File: config.mk
export PLATFORM = sky130hd
export DESIGN_NAME = gray_counter
export DESIGN_NICKNAME = d
export VERILOG_FILES = /design/src/rtl/gray_pkg.sv /design/src/rtl/gray_decoder.sv /design/src/rtl/gray_counter.sv
export SDC_FILE = /design/constraint.sdc
export NUM_CORES = 1
export LEC_CHECK = 0
export ABC_AREA = 1
export ABC_CLOCK_PERIOD_IN_PS = 1500
export BUFFER_PORTS_ARGS = -buffer_cell sky130_fd_sc_hd__buf_2
export CAP_MARGIN = 10
export CORE_AREA = 2 2 39 41
export CTS_CLUSTER_DIAMETER = 150
export DETAILED_ROUTE_END_ITERATION = 10
export DIE_AREA = 0 0 41 43
export HOLD_SLACK_MARGIN = 0.15
export PLACE_DENSITY = 0.65
export SKIP_CTS_REPAIR_TIMING = 1
export SLEW_MARGIN = 20
export SYNTH_ARGS = -nofsm -noshare
export SYNTH_HDL_FRONTEND = slang
export SYNTH_SLANG_ARGS = --single-unit
File: constraint.sdc
create_clock -name clk -period 1.5 [get_ports clk]
set_input_delay 0.15 -clock clk [delete_from_list [all_inputs] [get_ports clk]]
set_output_delay 0.15 -clock clk [all_outputs]
set_load 0.05 [all_outputs]
File: src/rtl/gray_pkg.sv
// -----------------------------------------------------------------------------
// gray_pkg
//   Shared definitions for the Gray counter slice.
//   - GRAY_SIZE_MIN / GRAY_SIZE_MAX : legal bounds for the SIZE parameter
//   - bin_to_gray()                 : binary to reflected-binary Gray code,
//                                     32 bits wide; callers zero-extend their
//                                     operand and truncate the result.
// -----------------------------------------------------------------------------
package gray_pkg;

  localparam int GRAY_SIZE_MIN = 2;
  localparam int GRAY_SIZE_MAX = 32;

  // Gray MSB equals binary MSB; every lower bit is b[i+1] ^ b[i].
  function automatic logic [31:0] bin_to_gray(input logic [31:0] bin);
    return bin ^ (bin >> 1);
  endfunction

endpackage : gray_pkg

File: src/rtl/gray_decoder.sv
// -----------------------------------------------------------------------------
// gray_decoder
//   Purely combinational Gray-to-binary converter, for checking the counter
//   and for downstream consumers that receive the Gray count across a clock
//   domain boundary.
//
//   Parameters
//     SIZE    code width in bits
//   Ports
//     gray    input  [SIZE-1:0]  Gray-coded value
//     binary  output [SIZE-1:0]  equivalent binary value
// -----------------------------------------------------------------------------
module gray_decoder #(
  parameter int SIZE = 4
) (
  input  logic [SIZE-1:0] gray,
  output logic [SIZE-1:0] binary
);

  // Binary bit i is the XOR of all Gray bits from i up to the MSB. Each bit is
  // written as an independent reduction instead of a ripple through binary[i+1],
  // so the block has no self-dependency.
  always_comb begin
    // NOTE: every variable driven in always_comb gets a default before any
    // conditional or loop assignment, so no path can infer a latch.
    binary = '0;
    for (int i = 0; i < SIZE; i++) begin
      binary[i] = ^(gray >> i);
    end
  end

endmodule : gray_decoder

File: src/rtl/gray_counter.sv
// -----------------------------------------------------------------------------
// gray_counter
//   Up/down binary counter with a registered Gray-coded copy of the count.
//   Edge priority: reset > load_in > enable_in > hold.
//
//   Parameters
//     SIZE      counter width in bits (2..32)
//     SATURATE  0 = wrap at the ends, 1 = hold at the ends
//   Ports
//     clk               input           rising-edge clock
//     reset             input           synchronous, active-high reset
//     enable_in         input           advance by one step this edge
//     direction_in      input           1 = up, 0 = down
//     load_in           input           load load_value_in this edge
//     load_value_in     input  [SIZE]   binary value to load
//     count_binary_out  output [SIZE]   registered binary count
//     count_gray_out    output [SIZE]   registered Gray form of the count
//     terminal_out      output          count is at the end for direction_in
//     wrap_out          output          one-cycle pulse after a wrapping step
//                                       (only with GRAY_COUNTER_WRAP_FLAG_EN)
//
//   Build option
//     GRAY_COUNTER_WRAP_FLAG_EN  compiles in wrap_out and its register.
// -----------------------------------------------------------------------------
module gray_counter
  import gray_pkg::*;
#(
  parameter int SIZE     = 4,
  parameter bit SATURATE = 1'b0
) (
  input  logic            clk,
  input  logic            reset,
  input  logic            enable_in,
  input  logic            direction_in,
  input  logic            load_in,
  input  logic [SIZE-1:0] load_value_in,
  output logic [SIZE-1:0] count_binary_out,
  output logic [SIZE-1:0] count_gray_out,
`ifdef GRAY_COUNTER_WRAP_FLAG_EN
  output logic            wrap_out,
`endif
  output logic            terminal_out
);

  generate
    if (SIZE < GRAY_SIZE_MIN || SIZE > GRAY_SIZE_MAX) begin : g_bad_size
      $error("gray_counter: SIZE must be within 2..32");
    end
  endgenerate

  logic            at_max;
  logic            at_min;
  logic            at_end;
  logic [SIZE-1:0] next_bin;
  logic [SIZE-1:0] next_gray;
  logic [SIZE-1:0] decoded;

  assign at_max       = &count_binary_out;
  assign at_min       = ~|count_binary_out;
  assign at_end       = direction_in ? at_max : at_min;
  assign terminal_out = at_end;

  always_comb begin
    next_bin = count_binary_out;
    if (load_in) begin
      next_bin = load_value_in;
    end else if (enable_in) begin
      if (SATURATE && at_end) begin
        next_bin = count_binary_out;
      end else if (direction_in) begin
        next_bin = count_binary_out + SIZE'(1);
      end else begin
        next_bin = count_binary_out - SIZE'(1);
      end
    end
  end

  // The Gray register is fed from the next binary value, not decoded from the
  // output register, so both registers change on the same edge and the Gray
  // output never glitches through an intermediate code.
  assign next_gray = SIZE'(bin_to_gray(32'(next_bin)));

  always_ff @(posedge clk) begin
    // NOTE: sequential state is written with non-blocking assignments only, so
    // every register samples the pre-edge values regardless of statement order.
    if (reset) begin
      count_binary_out <= '0;
      count_gray_out   <= '0;
    end else begin
      count_binary_out <= next_bin;
      count_gray_out   <= next_gray;
    end
  end

`ifdef GRAY_COUNTER_WRAP_FLAG_EN
  // A wrap only happens on an enabled, non-load step taken from the end
  // position; saturating builds never wrap.
  logic step_wraps;
  assign step_wraps = !load_in && enable_in && at_end && !SATURATE;

  always_ff @(posedge clk) begin
    if (reset) begin
      wrap_out <= 1'b0;
    end else begin
      wrap_out <= step_wraps;
    end
  end
`endif

  // Decoded view of the Gray register; the two registers must always agree.
  gray_decoder #(
    .SIZE (SIZE)
  ) u_decoder (
    .gray   (count_gray_out),
    .binary (decoded)
  );

  a_gray_matches_binary : assert property (
    @(posedge clk) disable iff (reset) decoded == count_binary_out
  );

endmodule : gray_counter

# After elaboration in Yosys (flattened, before gate mapping)
# Cells that the tools add are included.
# op_classes
bitwise_logic	1
n_reduce_logical	3
add_sub_neg	2
muxes	4
# ops
operator	count
2-to-1 mux 4 bit	3
adder 4 x 1 -> 4 bit (second input constant)	1
AND reduction 4 bit	1
OR reduction 4 bit	1
subtractor 4 x 1 -> 4 bit (second input constant)	1
bitwise XOR 4 x 3 -> 4 bit	1
zero test 1 bit	1
2-to-1 mux 1 bit	1
# word_totals
inputBits	9
output_inout_bits	9
register_bits	8

# Logic depth before layout (Yosys ltp)
# Gate-level depths: netlist of run 1.
# depth
depth_word	5
depth_mapped	12
depth_no_buf	12

# Least setup slack after synthesis of run 1
# OpenSTA, ideal clock, no wires.
# synth_path
path_kind	flip-flop to output port
start	register count_binary_out[3]
end	output terminal_out
stages_incl_launch_ff	4
t_arrival_ps	2301
slack_ps	-951
n_path_buf	0
cell_sequence	dfxtp_1 -> inv_1 -> nand2_2 -> o41ai_1
# synth_via
elab_chain_len	3
elab_cells_between_ends	4
cone_classes	mux: 1; reduce/logical: 3
# synth_rtl
item	line	rtl
start: declaration	gray_counter.sv:37	output logic [SIZE-1:0] count_binary_out,
start signal: assignment	gray_counter.sv:90	count_binary_out <= next_bin;
OR reduction 4 bit	gray_counter.sv:59	assign at_min = ~|count_binary_out;
zero test 1 bit	gray_counter.sv:59	
2-to-1 mux 1 bit (*)	gray_counter.sv:60	assign at_end = direction_in ? at_max : at_min;
end: declaration	gray_counter.sv:42	output logic terminal_out
# Mark *: on every way between the ends. The rest lies on a longest branch, timed or not.

# Final worst setup path of run 1
# layout_path
start	register count_binary_out[1]
end	register count_gray_out[1]
# layout_via
elab_chain_len	5
elab_cells_between_ends	6
cone_classes	add/sub: 2; mux: 3; bitwise: 1
# layout_rtl
item	line	rtl
subtractor 4 x 1 -> 4 bit or adder 4 x 1 -> 4 bit (tied branches)	gray_counter.sv:73, gray_counter.sv:71	
2-to-1 mux 4 bit	gray_counter.sv:70	end else if (direction_in) begin
2-to-1 mux 4 bit (*)	gray_counter.sv:67	end else if (enable_in) begin
2-to-1 mux 4 bit (*)	gray_counter.sv:65	if (load_in) begin
bitwise XOR 4 x 3 -> 4 bit (*)	gray_pkg.sv:16	return bin ^ (bin >> 1);
end signal: assignment	gray_counter.sv:91	count_gray_out <= next_gray;
end: declaration	gray_counter.sv:38	output logic [SIZE-1:0] count_gray_out,
# Marked as above.
# A chain may end at the register's enable or synchronous reset.

==> out/metrics.cfg, run 1 <==
[yosys]
yosysSeqAreaShare=0.319
synth_top_family_by_area=simple AND/OR/NAND/NOR gates
synth-xor-area-share=0.0199
synth_compound_area_frac=0.148
syn_inst=59
muxShareOfSynthArea=0
synth-seq-cells=7
synth_area_sq_um=439
synth_warnings=0
synth_simple_gate_area_frac=0.333
synthAdderAreaFrac=0.103
synth_nets=71
avgSynthCellArea_sq_um=7.44
ys_types=21

[power]
power_density_nw_per_um2=1030
leakagePower_nw=0.324
worst_ir_drop_vdd_v=0.000509

[final_layout]
final_cell_mix=buf_2 (16), nand2_1 (12)
n_antenna_cell=0
area_growth_pct=44.7
final_common_cell=buf_2
fillers=153
nets=95
drive_above_1_share=0.537

[sta]
skew_ps=6.98
fin_crit_ps=1470
fin_crit_sh=0.978
fin_hold_ws_ps=182
rsz0062_at_grt=yes
fin_ws_ps=32.6
finalHoldViolations=0
slew_viol_final=0
maxSlewHeadroom=0.833
worst_pin_slew_ps=248
clock.fmax_ghz=0.681
finalSetupViolCount=0

[critical_path]
worstPathRequired_ps=1670
worstPathArrival_ps=1640
critPathKind=flop to flop
end_kind=flop
startpoint_type=flop
cp_max_fo=6

[clock_network]
clock_path_buffers=2
cts.sinks=7
cts_tree=yes
clk_latency_ps=260
clkTransAtPathRegs_ps=50
root_buffer=clkbuf_4
htree_num_levels=1
numCtsBuffers=3

[drt]
drcViolationCount=0
wirelength_um=982
vias_per_cell=4.67
drtIter0Drc=10
ant_nets=0
routedWlPerCell_um=10.0
drtPass1Iterations=3
num_vias=458

[die]
start_util=0.317
die_area_sq_um=1760
die_width_um=41
io_pins=18
die_h_um=43
core-area_sq_um=1380
fp-row-count=14

[grt]
grt-ovfl-total=0
grt_max_degree=7
grt_pass1_vias=428
grt_pass1_wl_mm=1.69
track_usage=0.137
antenna_found_initial=0

[flow_run]
max_cap_violations=0

[min_path]
min_path_type=input pin to flop

[placed_design]
io_buffers=17
dp_slack_ps=40.9
dp_hpwl_um=790
gp_congestion=0.655

[status]
status=finished clean

path summary, 6_finish.rpt:
check	start	end	slack, ps	cells after the start
setup / recovery	count_binary_out[1]$_SDFF_PP0_	count_gray_out[1]$_SDFF_PP0_	30	7
hold / removal	load_value_in[0]	count_binary_out[0]$_SDFF_PP0_	180	3
setup reg to reg	count_binary_out[1]$_SDFF_PP0_	count_gray_out[1]$_SDFF_PP0_	30	7
hold reg to reg	count_binary_out[1]$_SDFF_PP0_	count_binary_out[1]$_SDFF_PP0_	700	4
stage by stage:
| stage | total power [mW] | utilization | cell area (sq um) | TNS [ps] | std cells |
|---|---|---|---|---|---|
| final | 0.653 | 0.459 | 636 | 0 | 98 |
| after global routing | 0.702 | 0.459 | 636 | -39.4 | 98 |
| after CTS | 0.632 | 0.420 | 582 | 0 | 95 |
| after detailed placement | 0.462 | 0.401 | 556 | 0 | 91 |
| after global placement | 0.458 | 0.401 | 556 | 0 | 91 |
| after floorplan | 0.408 | - | 458 | -278 | 59 |
worst max-delay path, stage by stage, from the launching register on:
cell	delay, ps
dfxtp_4	360
fa_2	540
nand2_2	50
nand3_2	60
o21ai_2	70
nor2_2	150
nand2_1	70
o21ai_1	90
Yosys cell counts:
cell,n,share of area
nand2_1,13,0.11
dfxtp_1,7,0.32
inv_1,4,0.034
nor2_1,4,0.034
a21oi_1,3,0.034
inv_2,3,0.026
nand2_2,3,0.043
nand3_1,3,0.034
nor2_2,3,0.043
o21ai_1,3,0.034
ha_1,2,0.057
o21ai_2,2,0.040
buf_4,1,0.017
fa_1,1,0.046
nand2_4,1,0.026
nand4_1,1,0.014
o22a_1,1,0.020
o41ai_1,1,0.020
or2_1,1,0.014
or2_2,1,0.014
xnor2_1,1,0.020
registers in the layout, indices dropped and copies added (netlist names):
register          flops
count_binary_out      4
count_gray_out        3
final cells by class:
class / instances / area, sq um / area share
Timing Repair Buffer: 20 / 113 / 0.177
Sequential cell: 7 / 151 / 0.238
Tap cell: 16 / 20.0 / 0.0315
Multi-Input combinational cell: 44 / 299 / 0.470
Clock buffer: 4 / 26.3 / 0.0413
Inverter: 7 / 26.3 / 0.0413
power breakdown:
group / total, mW / switching, mW / internal, mW / leakage, nW
Clock: 0.173 / 0.0710 / 0.102 / 0.0150
Sequential: 0.223 / 0.0169 / 0.206 / 0.0601
Combinational: 0.257 / 0.173 / 0.0848 / 0.249
Total: 0.653 / 0.260 / 0.393 / 0.324
metal layers:
metal / routed length, um / track usage / vias to the layer above / share of wire
li1: - / - / 240 / -
met1: 448 / 0.174 / 198 / 0.46
met2: 457 / 0.213 / 18 / 0.47
met3: 66 / 0.0314 / 2 / 0.067
met4: 10 / 0.0600 / 0 / 0.010
met5: 0 / 0 / - / 0
cells by family (layout without fill, tap and decap cells):
group | after synthesis | count (layout)
AO/OA/AOI/OAI | 10 | 10
XOR/XNOR | 1 | 1
adder cells (fa/ha/maj) | 3 | 3
buffers and inverters | 8 | 31
flip-flops | 7 | 7
AND/OR/NAND/NOR | 30 | 30
(Power assumes the default switching activity.)
==> inputs of run 2 (changes only) <==
--- a/config.mk
+++ b/config.mk
@@ -6,7 +6,7 @@
 export NUM_CORES = 1
 export LEC_CHECK = 0
 export ABC_AREA = 1
-export ABC_CLOCK_PERIOD_IN_PS = 1500
+export ABC_CLOCK_PERIOD_IN_PS = 1820
 export BUFFER_PORTS_ARGS = -buffer_cell sky130_fd_sc_hd__buf_2
 export CAP_MARGIN = 10
 export CORE_AREA = 2 2 39 41
@@ -14,7 +14,7 @@
 export DETAILED_ROUTE_END_ITERATION = 10
 export DIE_AREA = 0 0 41 43
 export HOLD_SLACK_MARGIN = 0.15
-export PLACE_DENSITY = 0.65
+export PLACE_DENSITY = 0.62
 export SKIP_CTS_REPAIR_TIMING = 1
 export SLEW_MARGIN = 20
 export SYNTH_ARGS = -nofsm -noshare
==> constraint.sdc (replaced) <==
create_clock -name clk -period 1.82 [get_ports clk]
set_input_delay 0.182 -clock clk [delete_from_list [all_inputs] [get_ports clk]]
set_output_delay 0.182 -clock clk [all_outputs]
set_load 0.05 [all_outputs]
==> run 2 against run 1 <==
Sequential power shrank 17%. Critical path type unchanged. Cell area shrank 10%. First-iteration DRC count shrank 40%. Global-route usage shrank 1.0 points.
==> out/metrics.cfg, run 2 (synthesized netlist as in run 1, its figures left out) <==
[critical_path]
worstPathRequired_ps=1960  ; +290 ps
startpoint_type=flop
critPathKind=flop to flop
cp_max_fo=6  ; unchanged
worstPathArrival_ps=1680  ; +40 ps
end_kind=flop

[power]
pwr-share-clk=0.270  ; +0.006
worst_ir_drop_vdd_v=0.000413  ; -19%
pwr-share-seq=0.360  ; +0.018
p_comb_frac=0.370  ; -0.024
intPower_mw=0.310  ; -21%
power_density_nw_per_um2=903  ; -12%
p_sw_mw=0.205  ; -21%
swShare=0.398  ; -0.000850
leakagePower_nw=0.307  ; -5.4%

[die]
core-area_sq_um=1380  ; unchanged
die_h_um=43  ; unchanged
die_area_sq_um=1760  ; unchanged
fp-row-count=14  ; unchanged
start_util=0.317  ; unchanged
die_width_um=41  ; unchanged
io_pins=18  ; unchanged

[placed_design]
io_buffers=17  ; unchanged
placedInstanceArea_sq_um=544  ; -2.0%
gp_congestion=0.629  ; -4.0%
dp_hpwl_um=731  ; -7.5%
placed_cells=91  ; unchanged

[clock_network]
clk_latency_ps=250  ; about the same
numCtsBuffers=3  ; unchanged
clkTransAtPathRegs_ps=50  ; about the same
cts_tree=yes
cts.sinks=7  ; unchanged
root_buffer=clkbuf_4
htree_num_levels=1  ; unchanged
clock_path_buffers=2  ; unchanged

[sta]
finalHoldViolations=0  ; unchanged
final.setup.tns_ps=0  ; unchanged
fin_crit_sh=0.848  ; -0.130
fin_crit_ps=1540  ; +76.7 ps
skew_ps=0.705  ; -6.27 ps
clock.fmax_ghz=0.648  ; -5.0%
worst_pin_slew_ps=276  ; +28.5 ps
rsz0062_at_grt=no
maxSlewHeadroom=0.815  ; -0.0175
slew_viol_final=0  ; unchanged
finalSetupViolCount=0  ; unchanged

[grt]
antenna_found_initial=0  ; unchanged
met1_usage=0.166  ; -0.00765
track_usage=0.127  ; -0.0104
grt_pass1_wl_mm=1.52  ; -9.8%
grt_pass1_vias=392  ; -8.4%
grt_busiest_layer=met2
grt_use_met3=0.0157  ; -0.0157
grtUsageMet2=0.178  ; -0.0344
grt_max_degree=7  ; unchanged
grt-ovfl-total=0  ; unchanged

[final_layout]
fillers=155  ; +1.3%
finalInstanceArea_sq_um=571  ; -10%
final_common_cell=buf_2
final_cell_mix=buf_2 (17), nand2_1 (13), dfxtp_1 (7)
area_growth_pct=29.9
stdcell_count=95  ; -3.1%
n_antenna_cell=0  ; unchanged
regMostFlops=count_binary_out
drive_above_1_share=0.430  ; -0.106
largest_register_ffs=4  ; unchanged
nets=92  ; -3.2%
reg_top3=count_binary_out x4, count_gray_out x3

[min_path]
min_path_type=input pin to flop

[drt]
wirelength_um=901  ; -8.2%
drcViolationCount=0  ; unchanged
routedWlPerCell_um=9.48  ; -5.4%
vias_per_cell=4.60  ; -1.6%
drtPass1Iterations=3  ; unchanged
drtIter0Drc=6  ; -4
num_vias=437  ; -4.6%
ant_nets=0  ; unchanged

[status]
status=finished clean

[flow_run]
max_cap_violations=0  ; unchanged

run 2: worst paths after layout:
path                                                     start                             end  slack, ps  cells past startpoint
worst min-delay path                                     reset  count_binary_out[3]$_SDFF_PP0_        180                      2
worst max-delay path            count_binary_out[0]$_SDFF_PP0_    count_gray_out[0]$_SDFF_PP0_        280                      6
worst max register to register  count_binary_out[0]$_SDFF_PP0_    count_gray_out[0]$_SDFF_PP0_        280                      6
worst min register to register  count_binary_out[3]$_SDFF_PP0_  count_binary_out[3]$_SDFF_PP0_        720                      4
run 2: metrics by stage:
stage	utilization	setup WS (ps)	total power, mW	hold slack, ps
final	0.412	276	0.515	178
after global routing	0.412	132	0.545	199
after CTS	0.412	266	0.522	169
after detailed placement	0.393	286	0.380	435
after global placement	0.393	282	0.377	432
after floorplan	-	10.0	0.336	254
run 2: power groups by stage:
stage	Sequential [mW]	Combinational, mW	Clock [mW]
6_report	0.186	0.191	0.139
3_5_place_dp	0.188	0.192	0
5_1_grt	0.188	0.211	0.146
4_1_cts	0.185	0.193	0.144
3_3_place_gp	0.188	0.189	0
2_1_floorplan	0.244	0.0917	0
run 2: routing by layer:
layer  vias up  routed length [um]
li1        229                   -
met1       197                 431
met2        11                 418
met3         0                  51
met4         0                   0
met5         -                   0
run 2: worst max-delay path, cell delays in order, from the launching register on:
cell	delay (ps)
dfxtp_1	470
fa_1	460
nand2_1	80
nand3_1	90
o21ai_2	90
nor2_2	60
o22a_1	170
run 2: final cells by class:
| cell class | count | area (sq um) | share of cell area |
|---|---|---|---|
| multi-input combinational | 44 | 273 | 0.478 |
| sequential | 7 | 140 | 0.246 |
| timing repair buffer | 17 | 85.1 | 0.149 |
| clock buffer | 4 | 26.3 | 0.0461 |
| inverter | 7 | 26.3 | 0.0461 |
| tap | 16 | 20.0 | 0.0351 |
